==> config.mk <==
export PLATFORM = sky130hd
export DESIGN_NAME = wb_arbiter
export DESIGN_NICKNAME = d
export VERILOG_FILES = /design/src/rtl/mips_wb_pkg.sv /design/src/rtl/wb_timeout_cnt.sv /design/src/rtl/wb_arbiter.sv
export SDC_FILE = /design/constraint.sdc
export NUM_CORES = 1
export LEC_CHECK = 0
export CORE_AREA = 2 2 106 108
export CTS_BUF_LIST = sky130_fd_sc_hd__clkbuf_8
export DETAILED_ROUTE_END_ITERATION = 6
export DIE_AREA = 0 0 108 110
export PLACE_DENSITY = 0.64
export SYNTH_ARGS = -nofsm -noshare
export SYNTH_HDL_FRONTEND = slang
export SYNTH_HIERARCHICAL = 1
export SYNTH_SLANG_ARGS = --single-unit
export TNS_END_PERCENT = 30
==> constraint.sdc <==
create_clock -name i_clk -period 2.4 [get_ports i_clk]
set_input_delay 0.36 -clock i_clk [delete_from_list [all_inputs] [get_ports i_clk]]
set_output_delay 0.36 -clock i_clk [all_outputs]
set_load 0.02 [all_outputs]
==> src/rtl/mips_wb_pkg.sv <==
// Shared definitions for the MIPS core's Wishbone-side arbitration logic.
package mips_wb_pkg;

   typedef enum logic [1:0] {
      IDLE   = 2'd0,
      GNT_IM = 2'd1,
      GNT_DM = 2'd2
   } state_e;

   localparam logic [3:0] IM_SEL = 4'hF;
   localparam int unsigned ADR_SHIFT = 2;

endpackage

==> src/rtl/wb_timeout_cnt.sv <==
// Saturating bus-cycle watchdog counter; flags expiry on the last allowed cycle.
module wb_timeout_cnt #(
   parameter int unsigned TIMEOUT = 255,
   parameter int unsigned TO_W    = 8
) (
   input  logic i_clk,
   input  logic i_rst,
   input  logic i_clr,
   input  logic i_en,
   output logic o_expire
);

   localparam logic [TO_W-1:0] LAST = (TIMEOUT > 0) ? TO_W'(TIMEOUT - 1) : '0;
   localparam logic [TO_W-1:0] MAX  = '1;

   logic [TO_W-1:0] r_cnt;

   always_ff @(posedge i_clk) begin
      if (i_rst || i_clr) begin
         r_cnt <= '0;
      end else if (i_en && (r_cnt != MAX)) begin
         r_cnt <= r_cnt + 1'b1;
      end
   end

   assign o_expire = (TIMEOUT != 0) && (r_cnt == LAST);

endmodule

==> src/rtl/wb_arbiter.sv <==
// Round-robin arbiter sharing one classic Wishbone bus between the fetch and data ports.
module wb_arbiter
   import mips_wb_pkg::*;
#(
   parameter int unsigned TIMEOUT = 255,
   parameter int unsigned TO_W    = 8
) (
   input  logic        i_clk,
   input  logic        i_rst,
   input  logic        i_im_re,
   input  logic [29:0] i_im_adr,
   output logic [31:0] o_im_dout,
   output logic        o_im_ack,
   output logic        o_im_err,
   input  logic        i_dm_we,
   input  logic        i_dm_re,
   input  logic [3:0]  i_dm_sel,
   input  logic [29:0] i_dm_adr,
   input  logic [31:0] i_dm_din,
   output logic [31:0] o_dm_dout,
   output logic        o_dm_ack,
   output logic        o_dm_err,
   output logic        o_wb_cyc,
   output logic        o_wb_stb,
   output logic        o_wb_we,
   output logic [3:0]  o_wb_sel,
   output logic [31:0] o_wb_adr,
   output logic [31:0] o_wb_dat,
   input  logic [31:0] i_wb_dat,
   input  logic        i_wb_ack
);

   state_e r_state;
   logic   r_last_dm;

   logic w_req_im, w_req_dm, w_gnt_im, w_gnt_dm, w_own_req;
   logic w_ack, w_to, w_done, w_leave, w_expire;

   assign w_req_im  = i_im_re;
   assign w_req_dm  = i_dm_we | i_dm_re;
   assign w_gnt_im  = (r_state == GNT_IM);
   assign w_gnt_dm  = (r_state == GNT_DM);
   assign w_own_req = (w_gnt_im & w_req_im) | (w_gnt_dm & w_req_dm);
   // A real ack always wins over a coincident timeout.
   assign w_ack     = w_own_req & i_wb_ack;
   assign w_to      = w_own_req & ~i_wb_ack & w_expire;
   assign w_done    = w_ack | w_to;
   assign w_leave   = (w_gnt_im | w_gnt_dm) & (~w_own_req | w_done);

   wb_timeout_cnt #(
      .TIMEOUT (TIMEOUT),
      .TO_W    (TO_W)
   ) u_timeout_cnt (
      .i_clk    (i_clk),
      .i_rst    (i_rst),
      .i_clr    (w_leave),
      .i_en     (w_own_req & ~i_wb_ack),
      .o_expire (w_expire)
   );

   always_ff @(posedge i_clk) begin
      if (i_rst) begin
         r_state   <= IDLE;
         r_last_dm <= 1'b1;
      end else begin
         unique case (r_state)
            IDLE: begin
               if (w_req_im && (!w_req_dm || r_last_dm)) r_state <= GNT_IM;
               else if (w_req_dm)                        r_state <= GNT_DM;
            end
            GNT_IM: if (w_leave) begin
               r_state   <= IDLE;
               r_last_dm <= 1'b0;
            end
            GNT_DM: if (w_leave) begin
               r_state   <= IDLE;
               r_last_dm <= 1'b1;
            end
            default: r_state <= IDLE;
         endcase
      end
   end

   always_comb begin
      o_wb_cyc  = 1'b0;
      o_wb_stb  = 1'b0;
      o_wb_we   = 1'b0;
      o_wb_sel  = '0;
      o_wb_adr  = '0;
      o_wb_dat  = '0;
      o_im_ack  = 1'b0;
      o_im_err  = 1'b0;
      o_im_dout = '0;
      o_dm_ack  = 1'b0;
      o_dm_err  = 1'b0;
      o_dm_dout = '0;
      if (!i_rst && w_gnt_im) begin
         o_wb_cyc  = w_req_im;
         o_wb_stb  = w_req_im;
         o_wb_sel  = IM_SEL;
         o_wb_adr  = {i_im_adr, {ADR_SHIFT{1'b0}}};
         o_im_ack  = w_done;
         o_im_err  = w_to;
         o_im_dout = w_ack ? i_wb_dat : '0;
      end else if (!i_rst && w_gnt_dm) begin
         o_wb_cyc  = w_req_dm;
         o_wb_stb  = w_req_dm;
         o_wb_we   = i_dm_we;
         o_wb_sel  = i_dm_sel;
         o_wb_adr  = {i_dm_adr, {ADR_SHIFT{1'b0}}};
         o_wb_dat  = i_dm_din;
         o_dm_ack  = w_done;
         o_dm_err  = w_to;
         o_dm_dout = w_ack ? i_wb_dat : '0;
      end
   end

endmodule

# [Yosys cells after proc, flatten, opt, wreduce, memory -nomap -nowiden]
# Cells that the tools add are included.
[word_totals] register_bits=11
[classes] add_sub_neg=1 reduce_logical=13 bitwise_logic=13 eq_ne=8 mux=27
[ops] operator="32-bit two-way mux" n=8
[ops] operator="1-bit two-way mux" n=12
[ops] operator="8-bit by 1-bit adder with 8-bit output, second input constant" n=1
[ops] operator="8-bit == test, second input constant" n=1
[ops] operator="4-bit two-way mux" n=2
[ops] operator="8-bit != test, second input constant" n=1
[ops] operator="1-bit bitwise AND" n=6
[ops] operator="2-bit two-way mux" n=3
[ops] operator="2-bit by 1-bit != test with 1-bit output, second input constant" n=3
[ops] operator="1-bit OR" n=5
[ops] operator="1-bit logical AND" n=4
[ops] operator="2-bit case mux with 2 select lines" n=1
[ops] operator="3-bit != test, second input constant" n=1
[ops] operator="3-bit AND reduction" n=1
[ops] operator="2-bit by 1-bit == test with 1-bit output, second input constant" n=1
[ops] operator="2-bit == test, second input constant" n=1
[ops] operator="1-bit logical NOT" n=2
[ops] operator="2-bit logical NOT" n=1
[ops] operator="1-bit logical OR" n=2
[ops] operator="1-bit NOT" n=2
[ops] operator="1-bit case mux with 2 select lines" n=1
[ops] operator="2-bit AND reduction" n=1
[ops] operator="2-bit nonzero test" n=1
[ops] operator="2-bit OR reduction" n=1

# [Logic depth before layout (Yosys ltp)]
[logic_depth] word_depth=10 mapped_depth=9 depth_no_buf=9

# [Modules after synthesis]
# The synthesis kept the hierarchy.
[by_module_without_submodules] mod="wb_arbiter" area_per_inst_um2=1426.4 n_inst=1 seq_area_each_um2=60.1 cells_per_inst=204
[by_module_without_submodules] mod="wb_timeout_cnt" area_per_inst_um2=449.2 n_inst=1 seq_area_each_um2=160.2 cells_per_inst=50

# [Least setup slack after synthesis]
# OpenSTA, ideal clock, no wires.
[synth_timing] path_kind="flip-flop to output port" from="reg r_state[0]" to="out o_wb_stb" path_stages_with_launch=7 arrival_time_ns=1.767 required_ns=2.040 path_slack_ns=0.273 cell_sequence="dfxtp_1 -> inv_1 -> ha_1 -> clkbuf_1 -> nand2_1 -> o21ai_0 -> buf_4"
[synth_between] elab_chain_len=4 word_cells_on_any_way=6
[synth_lines] item="from (decl)" line_no="wb_arbiter.sv:33" text="state_e r_state;"
[synth_lines] item="from (signal assigned)" line_no="wb_arbiter.sv:63" text="r_state <= IDLE;"
[synth_lines] item="from (signal assigned)" line_no="wb_arbiter.sv:68" text="if (w_req_im && (!w_req_dm || r_last_dm)) r_state <= GNT_IM;"
[synth_lines] item="from (signal assigned)" line_no="wb_arbiter.sv:69" text="else if (w_req_dm) r_state <= GNT_DM;"
[synth_lines] item="2-bit == test" line_no="wb_arbiter.sv:42" text="assign w_gnt_dm = (r_state == GNT_DM);"
[synth_lines] item="named net w_gnt_dm" line_no="wb_arbiter.sv:36" text="logic w_req_im, w_req_dm, w_gnt_im, w_gnt_dm, w_own_req;"
[synth_lines] item="1-bit logical AND" line_no="wb_arbiter.sv:105" text="end else if (!i_rst && w_gnt_dm) begin"
[synth_lines] item="1-bit two-way mux (2 in series)"
[synth_lines] item="to (decl)" line_no="wb_arbiter.sv:24" text="output logic o_wb_stb,"
# The timed path passes the listed nets, and every way through them passes these cells.

# [Worst setup path after layout]
[layout_timing] from="in i_rst" to="out o_wb_sel[0]"
[layout_between] elab_chain_len=4 word_cells_on_any_way=5
[layout_lines] item="from (decl)" line_no="wb_arbiter.sv:9" text="input logic i_rst,"
[layout_lines] item="1-bit logical NOT (*)" line_no="wb_arbiter.sv:97, wb_arbiter.sv:105"
[layout_lines] item="1-bit logical AND" line_no="wb_arbiter.sv:105"
[layout_lines] item="4-bit two-way mux" line_no="wb_arbiter.sv:105"
[layout_lines] item="4-bit two-way mux (*)" line_no="wb_arbiter.sv:97" text="if (!i_rst && w_gnt_im) begin"
[layout_lines] item="to (decl)" line_no="wb_arbiter.sv:26" text="output logic [3:0] o_wb_sel,"
# Mark *: on every way between the ends. The rest lies on a longest branch, timed or not.

==> summary.txt <==
Clock Tree Root = clkbuf_8
vias per inst = 4.43
remaining antenna violation count after routing = 0
Placer Congestion = 0.767
DR pass1 iterations = 6
maxcap violations = 0
core area = 10,700 sq um
Cell Count, Final, Fillers Out = 668
number of warnings issued by yosys = 6
syn avg cell area = 7.38 sq um
Critical Path AT = 2.00 ns
Setup crit end kind = output pin
Tot GR Track Use = 0.162
ratio of cells with drive above 1 in the final layout = 0.212
design area = 4570 sq um
post-cts sizing count = 162
Final min period = 2.36 ns
Fmax = 424 MHz
Crit Reg-Reg Startpoint = r_state[1]
Setup CP Type = input pin to output pin
Mapped Area = 1880 sq um
post-route setup TNS = 0 ns
min-delay worst type = flop to flop
EDFF count, synth = 0
Hold Path Origin = r_last_dm
TritonCTS clock tree = built
vias in the first global route = 2,951
leakage = 2.32 nW
num ports = 273
DRC viols = 0
die width = 108 um
CP max FO = 13
outcome = complete, no violations
H-tree depth = 1
grt total ovfl = 0
dpl cell area = 4860 sq um
drt wl/cell = 16.1 um
Clock Sinks = 11
CTS max path bufs = 2
IO buf count = 270
first-pass GRT wire length = 15,100 um
worst endpoint required time = 2.04 ns
worst setup path start = i_rst
ys flop type = dfxtp_1
Initial Utilization = 0.175
VDD IR-drop max = 0.000144 V
initial antenna violation count = 0
CP Launch Type = input pin
register bit total from synthesis = 11
max-slew violation count = 0
Rows = 38
post-placement cell count = 664
CTS Hold Bufs = 0
RSZ-0062 raised after global routing = yes
post-CTS setup buffer count = 0
clock-pin slew on the worst setup and hold paths = 0.05 ns
Die Ht = 110 um
power density over the cells = 263 nW/um^2
cts bufs inserted = 3
nets = 668
Ant. Diodes = 0
Distinct cells, synth = 44
Routed WL = 10,700 um
period utilisation layout = 0.984
clk_skew = 0.00109 ns
Vias = 2,961
clock insertion delay at the later pin of the skew report = 0.24 ns
Cells after Synth = 254
largest net degree at the start of global routing = 38
final hold vios = 0
post-synthesis sequential area ratio = 0.117
detailed placer's ending HPWL = 9330 um
Detailed Route Iter0 Violations = 157
final-report setup violation count = 0
DIE AREA = 11,900 sq um
Layout area overhead = 144%
Fill cells = 1,092
Post-synth ARST share = 0
## cell usage in the layout (no fill, tap or decap), types with 4 or more instances in the layout
cell             count
clkdlybuf4s50_1    135
a22o_1              30
and3_1              35
nand3_1              4
a21oi_1             10
ha_1                 4
nor2_1              11
inv_1                7
buf_12               6
o21ai_0              4
dfxtp_1             11
and2_1              64
nand2_1              8
clkbuf_2            60
clkdlybuf4s15_1     17
dlygate4sd2_1       47
buf_4               22
## routing by layer
layer	global-route usage	wire, um	share of wire	vias to the layer above
li1	-	-	-	1457
met1	0.194	4280	0.40	1293
met2	0.283	5160	0.48	199
met3	0.0506	1130	0.10	12
met4	0.0375	165	0.015	0
met5	0	0	0	-
## cells by family (layout without fill, tap and decap cells)
logic type	Yosys count	count (layout)	share of synthesized area
adders and majority gates	5	5	0.0334
other	1	2	0.00200
AOI/OAI and AO/OA	59	59	0.268
buffers and inverters	32	305	0.0927
muxes	3	3	0.0160
and+or+nand+nor	143	143	0.471
DFF	11	11	0.117
## sequential cells by signal, indices dropped and copies added (netlist names)
name                 flops
r_last_dm                1
r_state                  2
u_timeout_cnt/r_cnt      8
## power breakdown
group          internal (mW)  switching (mW)  total [mW]
combinational          0.432           0.382       0.814
sequential             0.194         0.00761       0.201
clock                  0.113          0.0739       0.187
total                  0.738           0.464        1.20
## worst paths after layout
kind	end	cells past startpoint	slack (ns)
hold / removal	r_last_dm	1	0.49
setup / recovery	o_wb_sel[0]	5	0.04
setup reg to reg	u_timeout_cnt/r_cnt[5]	9	0.40
hold reg to reg	r_last_dm	1	0.49
## stage by stage
step | total power [mW] | hold WS (ns) | util | setup slack (ns)
finish | 1.20 | 0.492 | 0.427 | 0.0391
global route | 1.28 | 0.505 | 0.427 | -0.0592
CTS | 1.21 | 0.492 | 0.448 | -0.00301
detailed placement | 1.07 | 0.480 | 0.454 | -0.304
global placement | 1.06 | 0.469 | 0.454 | -0.296
floorplan | 0.569 | 0.448 | - | 0.273
## synthesized netlist by cell type (all sizes together) (3+ instances only)
| cell | instances | area share |
|---|---|---|
| nand3 | 5 | 0.016 |
| o21ai | 5 | 0.019 |
| ha | 5 | 0.033 |
| a22o | 30 | 0.14 |
| nand2 | 9 | 0.019 |
| nor2 | 12 | 0.025 |
| dfxtp | 11 | 0.12 |
| and2 | 65 | 0.22 |
| or3 | 3 | 0.010 |
| mux2i | 3 | 0.016 |
| inv | 6 | 0.012 |
| and3 | 35 | 0.12 |
| a21oi | 10 | 0.027 |
| clkbuf | 12 | 0.026 |
| buf | 14 | 0.055 |
| nor3 | 4 | 0.013 |
| a211oi | 3 | 0.012 |
## critical path: stages
cell             delay [ns]
clkdlybuf4s50_1        0.52
buf_4                  0.21
buf_4                  0.18
nor2_1                 0.11
clkdlybuf4s50_1        0.61
## layout make-up
type | count | area [sq um] | area share
Timing Repair Buffer | 295 | 2610 | 0.572
Multi-Input combinational cell | 212 | 1500 | 0.327
Sequential cell | 11 | 220 | 0.0482
Tap cell | 140 | 175 | 0.0383
Clock buffer | 3 | 41.3 | 0.00903
Inverter | 6 | 22.5 | 0.00493
Clock inverter | 1 | 3.75 | 0.000821
Note: power is estimated with default switching activity, not from simulation.
==> variant (same flow settings) <==
`TO_W` is set to 8 in 2 places; all go to 6.
--- a/src/rtl/wb_timeout_cnt.sv
+++ b/src/rtl/wb_timeout_cnt.sv
@@ -3,3 +3,3 @@
    parameter int unsigned TIMEOUT = 255,
-   parameter int unsigned TO_W    = 8
+   parameter int unsigned TO_W    = 6
 ) (
--- a/src/rtl/wb_arbiter.sv
+++ b/src/rtl/wb_arbiter.sv
@@ -5,3 +5,3 @@
    parameter int unsigned TIMEOUT = 255,
-   parameter int unsigned TO_W    = 8
+   parameter int unsigned TO_W    = 6
 ) (
Formal check against the unedited RTL: same outputs for any inputs over 10 cycles, from zero or initial values and one cycle with i_rst high; that may be too few to reach the edited logic, so the function may still have changed.
==> variant against the unedited design <==
Sequential cell count shrank 2. Core utilization rose by 0.70 points. Final area rose by 1.6%. Die area stayed put. Routed wire length grew 12%. Total power down 1.1%. Setup slack improved by 0.068 ns. Area after synthesis decreased by 4.5%. Critical endpoint is now o_dm_dout[18]. Highest routed layer unchanged.
==> variant: results (changes against the unedited design) <==
Outcome
  • Status: complete, no violations (unchanged)

GRT
  • Overall Global Routing Usage: 0.189 (was 0.162)
  • Largest net degree at the start of global routing: 34 (was 38)
  • Global-route wire length before repair: 17000 um (was 15100 um)

Finish
  • Largest registers: u_timeout_cnt/r_cnt (6), r_state (2), r_last_dm (1) (was u_timeout_cnt/r_cnt (8), r_state (2), r_last_dm (1))
  • Share of layout cells above drive strength 1: 0.216 (was 0.212)
  • # fillers: 1097 (was 1092)

Pwr
  • Cell leakage power: 2.37 nW (was 2.32 nW)
  • Int Power: 0.000715 W (was 0.000738 W)
  • Sequential Power: 0.000176 W (was 0.000201 W)
  • Clock share of power: 0.148 (was 0.155)
  • Clk power: 0.000176 W (was 0.000187 W)
  • Max IR drop VDD: 0.153 mV (was 0.144 mV)

Routing
  • Initial DRT Pass Iterations: 4 (was 6)
  • Vias: 2908 (was 2961)
  • Wire length on met3: 1760 um (was 1130 um)
  • Routed wl met2: 5710 um (was 5160 um)
  • WL met1: 4430 um (was 4280 um)
  • Initial DRC count: 104 (was 157)

Placed design
  • Dpl ws: -0.367 ns (was -0.304 ns)
  • Gp weighted congestion: 0.882 (was 0.767)
  • Placed inst area: 0.00476 mm^2 (was 0.00486 mm^2)

Worst setup path
  • Largest stage delay, worst path: 0.37 ns (was 0.61 ns)
  • WP data arrival: 1.93 ns (was 2.00 ns)
  • CP max stage cell: dfxtp_1 (was clkdlybuf4s50_1)

Synthesis
  • Synth Area in Adders: 0.0349 (was 0.0334)
  • Register area share after synthesis: 0.101 (was 0.117)
  • Area contributors post-synth: and2_1 23%, a22o_1 15%, and3_1 12%, dfxtp_1 10%, ha_1 3.5% (was and2_1 21%, a22o_1 14%, dfxtp_1 12%, and3_1 12%, ha_1 3.3%)
  • Mux cell area share after synthesis: 0 (was 0.0160)
[variant: cells by family (layout without fill, tap and decap cells)]
family / after synthesis / count (layout)
other: 1 / 2
DFF: 9 / 9
AOI/OAI and AO/OA: 57 / 57
buffers and inverters: 34 / 310
adders and majority gates: 5 / 5
and+or+nand+nor: 139 / 139
[variant: path summary, 6_finish.rpt]
path	slack (ns)	endpoint	start
max	0.11	o_dm_dout[18]	r_state[1]
min reg2reg	0.50	r_last_dm	r_last_dm
max reg2reg	0.43	u_timeout_cnt/r_cnt[5]	r_state[1]
min	0.50	r_last_dm	r_last_dm
[variant: final cells by class]
class	count	area [um^2]	area share
Timing Repair Buffer	299	2770	0.595
Clock buffer	3	41.3	0.00889
Multi-Input combinational cell	203	1450	0.313
Inverter	7	26.3	0.00566
Sequential cell	9	180	0.0388
Clock inverter	1	3.75	0.000808
Tap cell	140	175	0.0377
[variant: routing by layer]
metal	GRT usage	vias to the layer above
li1	-	1424
met1	0.196	1340
met2	0.336	134
met3	0.114	10
met4	0.0256	0
met5	0	-
